File: src/rtl/mono8_pkg.sv
// mono8_pkg
// Shared definitions for the Mono8 burst serializer and its neighbours
// (crop/normalize stage reuses the coordinate counter and these helpers).
//   PIX_W      : bits per Mono8 pixel
//   ST_*       : FSM state encodings of the serializer
//   cnt_w()    : width of a counter that spans 0..n-1 (minimum 1 bit)
package mono8_pkg;

    localparam int PIX_W = 8;

    localparam logic [1:0] ST_IDLE      = 2'd0;
    localparam logic [1:0] ST_WAIT_SOF  = 2'd1;
    localparam logic [1:0] ST_SERIALIZE = 2'd2;
    localparam logic [1:0] ST_DONE      = 2'd3;

    function automatic int cnt_w(input int n);
        return (n > 1) ? $clog2(n) : 1;
    endfunction

endpackage

File: src/rtl/mono8_burst_serializer_coord.sv
// pixel_coord_counter
// Column/row position of the pixel currently presented on a pixel stream.
// Column advances on en_i and wraps at N_COLS-1, bumping the row; the row
// wraps at N_ROWS-1 so the pair returns to (0,0) after the last pixel.
// Ports:
//   clk_i, reset_i   clock, synchronous active-high reset
//   en_i             advance one pixel
//   clr_i            force (0,0); wins over en_i
//   col_o, row_o     current coordinates
//   frame_last_o     current pixel is (N_ROWS-1, N_COLS-1)
module pixel_coord_counter
    import mono8_pkg::*;
#(
    parameter int N_COLS = 20,
    parameter int N_ROWS = 20,
    localparam int COL_W = cnt_w(N_COLS),
    localparam int ROW_W = cnt_w(N_ROWS)
) (
    input  logic             clk_i,
    input  logic             reset_i,
    input  logic             en_i,
    input  logic             clr_i,
    output logic [COL_W-1:0] col_o,
    output logic [ROW_W-1:0] row_o,
    output logic             frame_last_o
);

    localparam logic [COL_W-1:0] COL_LAST = COL_W'(N_COLS - 1);
    localparam logic [ROW_W-1:0] ROW_LAST = ROW_W'(N_ROWS - 1);

    logic [COL_W-1:0] col_q, col_d;
    logic [ROW_W-1:0] row_q, row_d;

    always_comb begin
        col_d = col_q;
        row_d = row_q;
        if (clr_i) begin
            col_d = '0;
            row_d = '0;
        end else if (en_i) begin
            if (col_q == COL_LAST) begin
                col_d = '0;
                row_d = (row_q == ROW_LAST) ? '0 : row_q + ROW_W'(1);
            end else begin
                col_d = col_q + COL_W'(1);
            end
        end
    end

    always_ff @(posedge clk_i) begin
        if (reset_i) begin
            col_q <= '0;
            row_q <= '0;
        end else begin
            col_q <= col_d;
            row_q <= row_d;
        end
    end

    assign col_o        = col_q;
    assign row_o        = row_q;
    assign frame_last_o = (col_q == COL_LAST) && (row_q == ROW_LAST);

endmodule

File: src/rtl/mono8_burst_serializer.sv
// mono8_burst_serializer
// Takes Mono8 frames as PIXELS_PER_BURST-pixel AXI-Stream beats (lane 0 in
// bits [7:0]) and emits one pixel per handshake with its column/row.
// Ports:
//   clk, reset                     clock, synchronous active-high reset
//   ap_start / ap_done / ap_idle   arm one frame / end pulse / idle flag
//   s_axis_*                       burst input, tuser marks start of frame
//   m_axis_*                       pixel output
//   cnt_col, cnt_row               coordinates of the pixel on m_axis_tdata
//   sof_err                        pulse on a start-of-frame anomaly
// Build option MONO8_SOF_RESYNC_EN: a mid-frame tuser beat restarts the frame
// at (0,0) with that beat. Without it the beat is streamed as ordinary data
// and only sof_err reports it.
//
// state        | meaning
// ST_IDLE      | waiting for ap_start
// ST_WAIT_SOF  | dropping beats until one carries tuser
// ST_SERIALIZE | draining the burst buffer, refilling when the last lane goes
// ST_DONE      | one-cycle ap_done after the final pixel
module mono8_burst_serializer
    import mono8_pkg::*;
#(
    parameter int IN_ROWS          = 20,
    parameter int IN_COLS          = 20,
    parameter int PIXELS_PER_BURST = 4
) (
    input  logic                               clk,
    input  logic                               reset,
    input  logic                               ap_start,
    output logic                               ap_done,
    output logic                               ap_idle,
    input  logic                               s_axis_tvalid,
    output logic                               s_axis_tready,
    input  logic [PIX_W*PIXELS_PER_BURST-1:0]  s_axis_tdata,
    input  logic                               s_axis_tuser,
    output logic                               m_axis_tvalid,
    input  logic                               m_axis_tready,
    output logic [PIX_W-1:0]                   m_axis_tdata,
    output logic [$clog2(IN_COLS)-1:0]         cnt_col,
    output logic [$clog2(IN_ROWS)-1:0]         cnt_row,
    output logic                               sof_err
);

    localparam int IDX_W = cnt_w(PIXELS_PER_BURST);
    localparam logic [IDX_W-1:0] IDX_LAST = IDX_W'(PIXELS_PER_BURST - 1);

    logic [1:0]                              state_q, state_d;
    logic [PIXELS_PER_BURST-1:0][PIX_W-1:0]  buf_q, buf_d;
    logic [IDX_W-1:0]                        idx_q, idx_d;
    logic                                    full_q, full_d;
    logic                                    sof_err_q, sof_err_d;

    logic cnt_en, cnt_clr, frame_last;
    logic m_hs, s_hs, s_rdy, last_lane, frame_end;

    assign m_hs      = full_q && m_axis_tready;
    assign last_lane = (idx_q == IDX_LAST);
    assign frame_end = (state_q == ST_SERIALIZE) && m_hs && frame_last;

    // Refill while the last lane leaves so bursts stream without a bubble.
    always_comb begin
        s_rdy = 1'b0;
        case (state_q)
            ST_WAIT_SOF:  s_rdy = 1'b1;
            ST_SERIALIZE: s_rdy = (!full_q || (last_lane && m_hs)) && !frame_end;
            default:      s_rdy = 1'b0;
        endcase
    end

    assign s_hs = s_axis_tvalid && s_rdy;

    always_comb begin
        state_d   = state_q;
        buf_d     = buf_q;
        idx_d     = idx_q;
        full_d    = full_q;
        sof_err_d = 1'b0;
        cnt_en    = 1'b0;
        cnt_clr   = 1'b0;
        case (state_q)
            ST_IDLE: begin
                if (ap_start) state_d = ST_WAIT_SOF;
            end
            ST_WAIT_SOF: begin
                if (s_hs) begin
                    if (s_axis_tuser) begin
                        buf_d   = s_axis_tdata;
                        idx_d   = '0;
                        full_d  = 1'b1;
                        cnt_clr = 1'b1;
                        state_d = ST_SERIALIZE;
                    end else begin
                        sof_err_d = 1'b1;
                    end
                end
            end
            ST_SERIALIZE: begin
                if (m_hs) begin
                    cnt_en = 1'b1;
                    if (frame_last) begin
                        full_d  = 1'b0;
                        idx_d   = '0;
                        state_d = ST_DONE;
                    end else if (last_lane) begin
                        full_d = 1'b0;
                        idx_d  = '0;
                    end else begin
                        idx_d = idx_q + IDX_W'(1);
                    end
                end
                if (s_hs) begin
                    buf_d  = s_axis_tdata;
                    idx_d  = '0;
                    full_d = 1'b1;
                    if (s_axis_tuser) begin
                        sof_err_d = 1'b1;
`ifdef MONO8_SOF_RESYNC_EN
                        // Beat is only accepted once the old buffer has fully
                        // drained, so restarting just means rewinding (0,0).
                        cnt_clr = 1'b1;
`endif
                    end
                end
            end
            ST_DONE: state_d = ST_IDLE;
            default: state_d = ST_IDLE;
        endcase
    end

    always_ff @(posedge clk) begin
        if (reset) begin
            state_q   <= ST_IDLE;
            buf_q     <= '0;
            idx_q     <= '0;
            full_q    <= 1'b0;
            sof_err_q <= 1'b0;
        end else begin
            state_q   <= state_d;
            buf_q     <= buf_d;
            idx_q     <= idx_d;
            full_q    <= full_d;
            sof_err_q <= sof_err_d;
        end
    end

    pixel_coord_counter #(
        .N_COLS (IN_COLS),
        .N_ROWS (IN_ROWS)
    ) u_coord (
        .clk_i        (clk),
        .reset_i      (reset),
        .en_i         (cnt_en),
        .clr_i        (cnt_clr),
        .col_o        (cnt_col),
        .row_o        (cnt_row),
        .frame_last_o (frame_last)
    );

    assign s_axis_tready = s_rdy;
    assign m_axis_tvalid = full_q;
    assign m_axis_tdata  = buf_q[idx_q];
    assign ap_idle       = (state_q == ST_IDLE);
    assign ap_done       = (state_q == ST_DONE);
    assign sof_err       = sof_err_q;

endmodule

File: config.mk
export PLATFORM = sky130hd
export DESIGN_NAME = mono8_burst_serializer
export DESIGN_NICKNAME = d
export VERILOG_FILES = /design/src/rtl/mono8_pkg.sv /design/src/rtl/mono8_burst_serializer_coord.sv /design/src/rtl/mono8_burst_serializer.sv
export SDC_FILE = /design/constraint.sdc
export NUM_CORES = 1
export LEC_CHECK = 0
export BUFFER_PORTS_ARGS = -buffer_cell sky130_fd_sc_hd__buf_2
export CAP_MARGIN = 0
export CELL_PAD_IN_SITES_DETAIL_PLACEMENT = 1
export CELL_PAD_IN_SITES_GLOBAL_PLACEMENT = 1
export CORE_MARGIN = 4
export CORE_UTILIZATION = 41
export DETAILED_ROUTE_END_ITERATION = 6
export PLACE_DENSITY_LB_ADDON = 0.2
export REMOVE_ABC_BUFFERS = 1
export SYNTH_ARGS = -nofsm -noshare
export SYNTH_HDL_FRONTEND = slang
export SYNTH_HIERARCHICAL = 1
export SYNTH_SLANG_ARGS = --single-unit
File: constraint.sdc
create_clock -name clk -period 2.8 [get_ports clk]
set_input_delay 0.14 -clock clk [delete_from_list [all_inputs] [get_ports clk]]
set_output_delay 0.14 -clock clk [all_outputs]
set_load 0.05 [all_outputs]
# ---- After elaboration in Yosys (flattened, before gate mapping)
# Index checks and enable logic that the tools add are counted.
dict set report op_classes {
  n_addsub 3
  n_lt_le_gt_ge 1
  n_eq_ne 14
  n_mux 37
  n_reduce_logical 18
}
# op n
set ops {}
lappend ops {{$mux W32} 3}
lappend ops {{$pmux W32 S2} 1}
lappend ops {{$mux W2} 11}
lappend ops {{$bmux W8 S2} 1}
lappend ops {{$mux W1} 13}
lappend ops {{$ne A2 B2 Y1 const B} 6}
lappend ops {{$add A5 B1 Y5 const B} 2}
lappend ops {{$eq A5 B5 Y1 const B} 2}
lappend ops {{$mux W5} 2}
lappend ops {{$reduce_and A5 Y1} 2}
lappend ops {{$mux W8} 1}
lappend ops {{$pmux W2 S4} 1}
lappend ops {{$reduce_and A4 Y1} 2}
lappend ops {{$logic_and A1 B1 Y1} 7}
lappend ops {{$eq A2 B2 Y1 const B} 3}
lappend ops {{$pmux W1 S2} 3}
lappend ops {{$ne A4 B4 Y1 const B} 1}
lappend ops {{$pmux W2 S2} 1}
lappend ops {{$lt A2 B3 Y1 const B} 1}
lappend ops {{$ne A3 B3 Y1 const B} 1}
lappend ops {{$add A2 B1 Y2 const B} 1}
lappend ops {{$eq A2 B1 Y1 const B} 1}
lappend ops {{$logic_not A1 Y1} 2}
lappend ops {{$logic_not A2 Y1} 1}
lappend ops {{other kinds (4)} 4}
dict set report totals {
  register_bits 48
  input_bits 38
  out_inout_bits 23
  elab_cells 83
}

# ---- Longest topological paths before layout
dict set report logic_depth {
  word_depth 10
  ltp_mapped 9
  depth_no_buf 7
}

# ---- Cells and area by module
# Netlist, hierarchy kept.
# mod instances cells_each area_per_inst_um2 seq_area_each_um2
set by_module_without_submodules {}
lappend by_module_without_submodules {mono8_burst_serializer 1 205 2070.7 760.7}
lappend by_module_without_submodules {pixel_coord_counter 1 58 505.5 200.2}

# ---- Worst setup path before layout
# OpenSTA, ideal clock, no wires.
dict set report synth_timing {
  path_kind {register -> register}
  from {register u_coord.row_q[0], in the netlist u_coord/row_o[0]}
  to {register buf_q[0] (netlist bit)}
  setup_ns 0.121
  arrival_ns 2.372
  required_time_ns 2.679
  path_slack_ns 0.307
  path_stages_with_launch 10
  path_buffers 2
  period_less_slack_ns 2.493
  path_cell_list {dfxtp_1 > ha_1 > nor4bb_1 > and3_1 > nand3b_1 > nand2_1 > a31o_2 > buf_2 > buf_4 > mux2i_1}
}
dict set report synth_between {
  elab_chain_cells 9
  elab_cells_between_ends 10
  classes_between {3 x eq/ne; 1 x mux; 6 x reduce/logical}
}
# item line_no
set synth_lines {}
lappend synth_lines {{start: declaration} mono8_burst_serializer_coord.sv:32} ;# logic [ROW_W-1:0] row_q, row_d;
lappend synth_lines {{start signal: assignment} mono8_burst_serializer_coord.sv:56} ;# row_q <= row_d;
lappend synth_lines {{$eq A5 B5 Y1 (*)} mono8_burst_serializer_coord.sv:62} ;# assign frame_last_o = (col_q == COL_LAST) && (row_q == ROW_LAST);
lappend synth_lines {{$logic_and A1 B1 Y1 (*)} mono8_burst_serializer_coord.sv:62}
lappend synth_lines {{named net frame_last} mono8_burst_serializer.sv:53} ;# logic cnt_en, cnt_clr, frame_last;
lappend synth_lines {{$logic_and A1 B1 Y1 (*)} mono8_burst_serializer.sv:58} ;# assign frame_end = (state_q == ST_SERIALIZE) && m_hs && frame_last;
lappend synth_lines {{$logic_not A1 Y1 (*)} mono8_burst_serializer.sv:65} ;# ST_SERIALIZE: s_rdy = (!full_q || (last_lane && m_hs)) && !frame_end;
lappend synth_lines {{$logic_and A1 B1 Y1 (*)} mono8_burst_serializer.sv:65}
lappend synth_lines {{$pmux W1 S2 (*)} mono8_burst_serializer.sv:63} ;# case (state_q)
lappend synth_lines {{$logic_and A1 B1 Y1 (*)} mono8_burst_serializer.sv:70} ;# assign s_hs = s_axis_tvalid && s_rdy;
lappend synth_lines {{$ne A2 B2 Y1 (no line)} n/a}
lappend synth_lines {{$reduce_and A4 Y1 (no line) (*)} n/a}
lappend synth_lines {{end signal: assignment} mono8_burst_serializer.sv:139} ;# buf_q <= buf_d;
lappend synth_lines {{end: declaration} mono8_burst_serializer.sv:48} ;# logic [PIXELS_PER_BURST-1:0][PIX_W-1:0] buf_q, buf_d;
# The timed path passes the listed nets; every way through them passes the cells marked *.
# A chain may end at the register's enable or synchronous reset.

# ---- Final worst setup path
dict set report layout_timing {
  from {register u_coord.row_q[1], in the netlist u_coord/row_o[1]}
  to {register buf_q[21] (netlist bit)}
}
# The elaborated chain is that of the path after synthesis.

==> summary.txt <==
status - complete, no violations
min Tclk post-route - 2649 ps
CTS sink count - 48
worst clock skew - 5.050 ps
final instance area - 3003 um^2
Post-DP Area - 2895 um^2
CP Class - register to register
root buf cell - clkbuf_8
Seq pwr share - 41.1%
via count - 2014
gr usage total - 16.02%
antenna violations before repair - 0
clock-pin transition on the worst setup and hold timing paths - 90 ps
Final setup viols - 0
Die Area - 7616 um^2
CP arrival - 2790 ps
number of global-route vias before repair - 2055
CTS buffer count - 5
post-synthesis sequential area ratio - 37.30%
fin nets - 360
Mapped Cells - 263
unrepaired setup endpoints after global routing - false
Switching Power - 663.2 uW
post_cts resized - 0
Post-CTS Setup Repair Bufs - 0
Yosys cell types - 42
I/O pins - 61
Sw Ratio - 34.52%
synthesized area - 2576 um^2
top cell type's share of synthesized area - 37.30%
Buffers on Ports - 60
met1 usage in global routing - 21.41%
M3 GR Usage - 3.500%
first-pass GRT wire length - 9.735 mm
pwr dens - 639.7 nW/um^2
f_max - 0.3775 GHz
clock power share - 26.0%
Final Max Tran Viols - 0
die width - 87.27 um
largest net degree at the start of global routing - 74
fin crit share - 94.62%
GP Congestion - 0.7190
Slew headroom - 24.81%
Logic pwr share - 32.9%
#FFs+latches synth - 48
Avg Inst Size Synth - 9.796 um^2
CTS H-tree depth - 2
Power Internal - 1258 uW
worst skew pair latency - 290 ps
placed insts - 382
worst min path class - input port to register
cts-stage hold buffer count - 0
number of synthesized flops with an enable pin - 0
DRT Pass-1 Iters - 4
Hold Slack - 92.12 ps
fill count - 713
Yosys warning count - 6
Async S/R FF share, synth - 0%
Rows - 28
DR WL/cell - 14.89 um
Vias/cell - 5.164
starting density of the core - 42.75%
Critical Path RT - 2940 ps
Fin. Hold Viols - 0
drt initial violations - 84
CTS tree - done
Post-DP HPWL - 4.036 mm
CP startpoint kind - register
Post-synth top flop - dfxtp_1
Leak - 0.001179 uW
synth top area cells - dfxtp_1 37%, nand2b_1 16%, mux2i_1 13%
Core ar. - 6026 um^2
met2 GRT Util - 25.82%
number of antenna diodes - 0
max cap viols - 0
grt peak-use layer - met2
Worst-Margin Slew - 1128 ps
Layout area overhead - 16.56%
final non-filler cell total - 390
DRT antenna net count - 0
grt total ovfl - 0
CTS Buffer Depth - 2
Fin Setup TNS - 0 ps
share of cells above drive strength 1 - 26.03%
crit end category - register
DIE HEIGHT - 87.27 um
Peak VDD IR - 599.4 uV
post-synth top area cell - dfxtp_1
drt drc - 0
Worst Path Max Fanout - 32
Routed WL - 5.808 mm
[critical path: stages (launching register included)]
cell	delay (ps)
dfxtp_1	390
ha_1	180
nor4bb_1	520
and3_1	310
nand3b_1	150
nand2_1	90
a31o_2	580
mux2i_1	230
[cells in the mapped netlist (4+ instances only)]
library cell / n
nand2_1: 5
nand3_1: 5
mux2i_1: 34
ha_1: 8
nor2b_1: 4
nand2b_1: 64
clkbuf_1: 11
o21ai_0: 5
or4_1: 4
mux4_2: 8
nor2_1: 11
inv_1: 7
dfxtp_1: 48
a21oi_1: 8
[power groups by stage]
| stage | sequential [uW] | clock [uW] | combinational (uW) |
|---|---|---|---|
| 3_3_place_gp | 803 | 0 | 630 |
| 5_1_grt | 799 | 550 | 697 |
| 2_1_floorplan | 821 | 0 | 466 |
| 3_5_place_dp | 805 | 0 | 639 |
| 6_report | 789 | 499 | 633 |
| 4_1_cts | 789 | 516 | 641 |
[per-stage QoR]
step	util [%]	worst slack, ps	total power, uW
2_1_floorplan	-	239.0	1287
3_3_place_gp	48.05	334.6	1433
3_5_place_dp	48.05	206.3	1444
4_1_cts	49.83	202.8	1947
5_1_grt	49.83	7.012	2045
6_report	49.83	150.7	1921
[placed cells by master (no fill, tap or decap), types with 2 or more instances in the layout]
cell / synthesis / routed
and3_1: 2 / 2
ha_1: 8 / 8
mux2i_1: 34 / 34
o21ai_1: 3 / 3
o32ai_1: 2 / 2
o21ai_0: 5 / 5
xor2_1: 2 / 2
a31o_2: 2 / 2
nor3b_1: 2 / 2
dfxtp_1: 48 / 48
nor4bb_1: 2 / 2
buf_4: 3 / 2
nor2_1: 11 / 11
nor2b_1: 4 / 4
mux4_2: 8 / 8
nand4_1: 2 / 2
nand2_1: 5 / 5
clkbuf_8: 0 / 5
nand2b_1: 64 / 64
nand3_1: 5 / 5
buf_2: 3 / 60
inv_1: 7 / 7
a21oi_1: 8 / 8
or4_1: 4 / 4
[worst paths after layout]
kind,startpoint,endpoint,slack (ps),cells after the start
setup / recovery,u_coord/row_o[1],buf_q[21],150,7
hold / removal,s_axis_tdata[9],buf_q[9],90,3
setup reg to reg,u_coord/row_o[1],buf_q[21],150,7
hold reg to reg,buf_q[9],buf_q[9],480,2
[per-layer routing]
metal  up-vias  routed length (um)  share of wire, %
met2        34                2774                48
met3         6                 217               3.7
met1       963                2743                47
met5         -                   0                 0
li1       1011                   -                 -
met4         0                  72               1.2
[cell type report]
| type | instances | area (um^2) | area share (%) |
|---|---|---|---|
| sequential | 48 | 960.9 | 32.00 |
| clock buffer | 6 | 72.57 | 2.417 |
| multi-input combinational | 190 | 1499 | 49.92 |
| inverter | 7 | 26.28 | 0.8750 |
| clock inverter | 2 | 35.03 | 1.167 |
| timing repair buffer | 62 | 315.3 | 10.50 |
| tap | 75 | 93.84 | 3.125 |
[flip-flops by register name, summed over array words and instances, names as in the netlist]
name and flops:
buf_q 32, sof_err 1, u_coord/col_o 5, u_coord/row_o 5
state_q 2, idx_q 2, m_axis_tvalid 1
[logic make-up after synthesis]
logic type                 share of synthesized area (%)
and+or+nand+nor                                    26.18
DFF                                                37.30
muxes                                              20.20
AOI/OAI and AO/OA                                  6.897
buffers and inverters                              4.517
adders and majority gates                          3.886
xor gates and xnor gates                           1.020
(Power assumes the default switching activity.)
